[config.mk]
export PLATFORM = sky130hd
export DESIGN_NAME = hamming_serial_rx
export DESIGN_NICKNAME = d
export VERILOG_FILES = /design/src/rtl/hamming_serial_rx.sv
export SDC_FILE = /design/constraint.sdc
export NUM_CORES = 1
export LEC_CHECK = 0
export BUFFER_PORTS_ARGS = -buffer_cell sky130_fd_sc_hd__buf_2
export CAP_MARGIN = 20
export CORE_MARGIN = 3
export CORE_UTILIZATION = 40
export CTS_BUF_LIST = sky130_fd_sc_hd__clkbuf_4
export CTS_CLUSTER_DIAMETER = 120
export DETAILED_ROUTE_END_ITERATION = 10
export PLACE_DENSITY = 0.69
export SLEW_MARGIN = 20
export SYNTH_ARGS = -nofsm -noshare
export SYNTH_HDL_FRONTEND = slang
export SYNTH_SLANG_ARGS = --single-unit
[constraint.sdc]
create_clock -name clk -period 2.6 [get_ports clk]
set_input_delay 0.13 -clock clk [delete_from_list [all_inputs] [get_ports clk]]
set_output_delay 0.13 -clock clk [all_outputs]
set_load 0.03 [all_outputs]
[src/rtl/hamming_serial_rx.sv]
// Serial receiver for Hamming(12,8) codewords.
// Collects one codeword bit per accepted beat, computes the syndrome,
// corrects single-bit errors and offers the data byte plus error status
// on a valid/ready output port.
// Define HAMMING_SECDED_EN to receive 13-bit frames. In that build the extra
// bit H[12] is overall even parity, and double errors are flagged instead of
// being miscorrected.
module hamming_serial_rx #(
   parameter int LSB_FIRST = 1
) (
   input  logic       clk,
   input  logic       rst,
   input  logic       s_valid,
   input  logic       s_bit,
   input  logic       s_sof,
   output logic       s_ready,
   output logic       m_valid,
   input  logic       m_ready,
   output logic [7:0] m_data,
   output logic       m_corrected,
   output logic [3:0] m_err_pos,
   output logic       m_uncorr
);

`ifdef HAMMING_SECDED_EN
   localparam int FRAME_BITS = 13;
`else
   localparam int FRAME_BITS = 12;
`endif

   localparam logic [1:0] ST_SHIFT  = 2'd0;
   localparam logic [1:0] ST_DECODE = 2'd1;
   localparam logic [1:0] ST_HOLD   = 2'd2;

   logic [1:0]            state;
   logic [3:0]            bit_count;
   logic [FRAME_BITS-1:0] frame;
   logic [FRAME_BITS-1:0] frame_shifted;
   logic                  accept;
   logic                  take_bit;
   logic                  out_free;
   logic                  load_out;

   logic [11:0] code;
   logic [11:0] flip_mask;
   logic [11:0] fixed;
   logic [3:0]  syndrome;
   logic        flip_en;
   logic        corr;
   logic        uncorr;
   logic [7:0]  data;

   assign s_ready  = (state == ST_SHIFT);
   assign accept   = s_valid && s_ready;
   // A bit belongs to a frame only once a start-of-frame has been seen.
   assign take_bit = accept && (s_sof || (bit_count != 4'd0));
   assign out_free = !m_valid || m_ready;
   assign load_out = ((state == ST_DECODE) || (state == ST_HOLD)) && out_free;

   // After FRAME_BITS shifts the first received bit sits at the end that
   // matches its codeword index, so frame[i] == H[i] in either bit order.
   generate
      if (LSB_FIRST != 0) begin : g_lsb
         assign frame_shifted = {s_bit, frame[FRAME_BITS-1:1]};
      end else begin : g_msb
         assign frame_shifted = {frame[FRAME_BITS-2:0], s_bit};
      end
   endgenerate

   // Shift register holding the codeword being received.
   always_ff @(posedge clk or posedge rst) begin
      if (rst) begin
         frame <= '0;
      end else if (take_bit) begin
         frame <= frame_shifted;
      end
   end

   // Bit counter and frame/decode/hold sequencing.
   always_ff @(posedge clk or posedge rst) begin
      if (rst) begin
         state     <= ST_SHIFT;
         bit_count <= 4'd0;
      end else begin
         case (state)
            ST_SHIFT: begin
               if (accept) begin
                  if (s_sof) begin
                     bit_count <= 4'd1;
                  end else if (bit_count == 4'(FRAME_BITS - 1)) begin
                     bit_count <= 4'd0;
                     state     <= ST_DECODE;
                  end else if (bit_count != 4'd0) begin
                     bit_count <= bit_count + 4'd1;
                  end
               end
            end
            ST_DECODE: state <= out_free ? ST_SHIFT : ST_HOLD;
            ST_HOLD:   if (out_free) state <= ST_SHIFT;
            default:   state <= ST_SHIFT;
         endcase
      end
   end

   assign code = frame[11:0];

   assign syndrome[0] = code[0] ^ code[2] ^ code[4] ^ code[6] ^ code[8] ^ code[10];
   assign syndrome[1] = code[1] ^ code[2] ^ code[5] ^ code[6] ^ code[9] ^ code[10];
   assign syndrome[2] = code[3] ^ code[4] ^ code[5] ^ code[6] ^ code[11];
   assign syndrome[3] = code[7] ^ code[8] ^ code[9] ^ code[10] ^ code[11];

`ifdef HAMMING_SECDED_EN
   logic overall;
   // Odd overall parity means exactly one bit flipped; a nonzero syndrome
   // with even parity means two flips, which cannot be located.
   assign overall = ^frame;
   assign flip_en = overall && (syndrome != 4'd0) && (syndrome <= 4'd12);
   assign corr    = overall && (syndrome <= 4'd12);
   assign uncorr  = (syndrome > 4'd12) || (!overall && (syndrome != 4'd0));
`else
   assign flip_en = (syndrome != 4'd0) && (syndrome <= 4'd12);
   assign corr    = flip_en;
   assign uncorr  = (syndrome > 4'd12);
`endif

   // One-hot flip of the bit at position == syndrome (H index syndrome-1).
   generate
      for (genvar gi = 0; gi < 12; gi++) begin : g_flip
         assign flip_mask[gi] = flip_en && (syndrome == 4'(gi + 1));
      end
   endgenerate

   assign fixed = code ^ flip_mask;
   assign data  = {fixed[11:8], fixed[6:4], fixed[2]};

   // Output stage: load a decoded word when empty or being drained.
   always_ff @(posedge clk or posedge rst) begin
      if (rst) begin
         m_valid     <= 1'b0;
         m_data      <= 8'd0;
         m_corrected <= 1'b0;
         m_err_pos   <= 4'd0;
         m_uncorr    <= 1'b0;
      end else if (load_out) begin
         m_valid     <= 1'b1;
         m_data      <= data;
         m_corrected <= corr;
         m_err_pos   <= syndrome;
         m_uncorr    <= uncorr;
      end else if (m_ready) begin
         m_valid <= 1'b0;
      end
   end

endmodule
==> flow_summary.ini <==
[timing]
finalHoldViolCount = 0
worst_pin_slew_ns = 0.481
min_period_ns = 2.12
fmax_mhz = 471
period_share = 0.816
slew_violations = 0
tns_ns = 0
setup_viol = 0
relSlewSlack = 0.675
finClkSkew_ns = 0.00630
rsz0062_at_grt = no

[final_layout]
multi_input_area_um2 = 987
layout_commonest_cell = dfrtp_1
area_delta_synth_final_pct = 11.3
drive_gt1_frac = 0.289
final.fill_count = 410
final-seq-area_um2 = 826
antenna_cells = 0
nNetsFinal = 198
final_cell_mix = dfrtp_1 (33), buf_2 (21), mux2_2 (13)

[clock_tree]
clkTransAtPathRegs_ns = 0.09
cts_root_buf = clkbuf_4
clk-insertion-delay-late_ns = 0.33
postCtsResizedCells = 0
cts_htree_levels = 2
cts_sinks = 33
cts_buffers = 5
postCtsHoldBufs = 1
cts.path.max_buffers = 2
tritoncts = yes
post_cts_buffers = 0

[grt]
grt_max_degree = 34
first_global_vias = 1295
grt_pass1_wl_mm = 6.18
grt_usage = 0.147
overflow = 0
antenna_found_initial = 0

[synth]
yosys_register_bits = 33
syn_area_per_cell_um2 = 11.6
yosysUniqueCellTypes = 37
synth.area.top_cells = dfrtp_1 (44%), mux2_2 (7.8%), xor3_1 (3.8%), a221o_1 (3.7%), xnor2_2 (3.5%)
synthDominantCellAreaShare = 0.438
synth_fp_nets = 174
synth-warning-count = 0
synth_cells = 163
syn_area_mm2 = 0.00189
yosysTopAreaCell = dfrtp_1
ys_seq_area_frac = 0.438

[floorplan]
dieWidth_um = 74.7
ios = 22
die_h_um = 74.7
fp-row-count = 24
start_util = 0.424
dieArea_mm2 = 0.00557
core_mm2 = 0.00444

[critical_path]
critical_path_class = flip-flop to flip-flop
worst_ep_required_time_ns = 2.87
slowest_stage = xor3_1
critical_path_arrival_ns = 2.40
crit_fanout = 11
max_stage_delay_ns = 0.59
end_kind = flip-flop
setup.worst_path.start_class = flip-flop
path_cells = xnor2_1 > xor3_1 > nor4_1 > a221o_1

[run_status]
status = complete, no violations

[placement]
numPortBuffers = 21
globalplace.congestion = 0.829
dpl.hpwl_mm = 2.54

[detailed_routing]
drcViolationCount = 0
ant_nets = 0
routedWlPerCell_um = 14.9
vias = 1318
firstDrtPassIters = 4
routed_wl_mm = 3.56
drt-initial-drc-count = 132
viasPerCell = 5.51

[flow_run]
maxCapViolCount = 0

[min_path]
min_path_type = input pin to flip-flop
## metrics by stage
stage                     worst slack (ns)  hold WS (ns)  utilization  instances  instance area [um2]
after floorplan                      0.336         0.237            -        163                 1890
after global placement               0.528         0.236        0.459        231                 2040
after detailed placement             0.516         0.243        0.459        231                 2040
after CTS                            0.484        0.0307        0.472        239                 2100
after global routing                 0.328        0.0556        0.472        239                 2100
final                                0.477        0.0509        0.472        239                 2100
## final timing paths
kind,startpoint,cells past startpoint,end,slack [ns]
worst max-delay path,code[6],4,m_data[6],0.48
worst min-delay path,s_bit,2,code[11],0.05
worst max register to register,code[6],4,m_data[6],0.48
worst min register to register,m_corrected,2,m_corrected,0.48
max in group asynchronous,rst,4,code[2],1.87
min in group asynchronous,rst,4,m_err_pos[1],0.43
## sequential cells by signal, indices dropped and copies added, names as in the netlist
signal / count
m_data: 8
state: 2
bit_count: 4
m_err_pos: 4
m_uncorr: 1
code: 12
m_valid: 1
m_corrected: 1
## Yosys cell counts
master	instances
a41oi_1	7
xnor2_2	4
o21ai_0	6
xnor3_2	1
mux2_2	13
nor4_1	8
ha_1	5
nor2_1	12
nand3b_1	1
nand4_1	1
nand2_1	9
nand3_1	9
o22a_1	2
xor3_2	1
o32ai_1	1
a31oi_1	1
clkbuf_1	4
a41o_1	1
xnor2_1	4
o211ai_1	1
and3b_1	2
nor4bb_1	1
o31ai_1	2
a32o_1	1
or2_2	1
xnor3_1	1
o21ai_1	3
inv_1	7
buf_6	1
a211oi_2	1
xor2_2	2
xor3_1	3
buf_2	4
nor3_1	1
dfrtp_1	33
nand2b_1	2
a221o_1	7
## kinds of logic (layout without fill, tap and decap cells)
logic type,count (synthesis),count (layout),share of synthesized area
and+or+nand+nor,47,47,0.127
AOI/OAI and AO/OA,33,33,0.140
DFF,33,33,0.438
xor gates and xnor gates,16,16,0.146
buffers and inverters,16,40,0.0385
muxes,13,13,0.0776
adders and majority gates,5,5,0.0332
## final cells by class
| type | count | area share |
|---|---|---|
| inverter | 7 | 0.0125 |
| sequential | 33 | 0.394 |
| tap | 52 | 0.0310 |
| clock buffer | 6 | 0.0215 |
| timing repair buffer | 26 | 0.0692 |
| multi-input combinational | 114 | 0.470 |
| clock inverter | 1 | 0.00179 |
## critical path, delay by kind of cell, from the launching register on
| kind | cells | cell delay, ns |
|---|---|---|
| XOR/XNOR | 2 | 0.96 |
| flip-flops | 1 | 0.49 |
| AND/OR/NAND/NOR | 1 | 0.41 |
| AO/OA/AOI/OAI | 1 | 0.20 |
## per-layer routing
| layer | up-vias | track usage | share of wire |
|---|---|---|---|
| met3 | 5 | 0.0360 | 0.031 |
| met4 | 0 | 0.0711 | 0.022 |
| met2 | 20 | 0.235 | 0.48 |
| met1 | 636 | 0.188 | 0.47 |
| met5 | - | 0 | 0 |
| li1 | 657 | - | - |
Power is not shown: default switching activity piles up to over one toggle a cycle in this logic, so the estimate is an artifact.
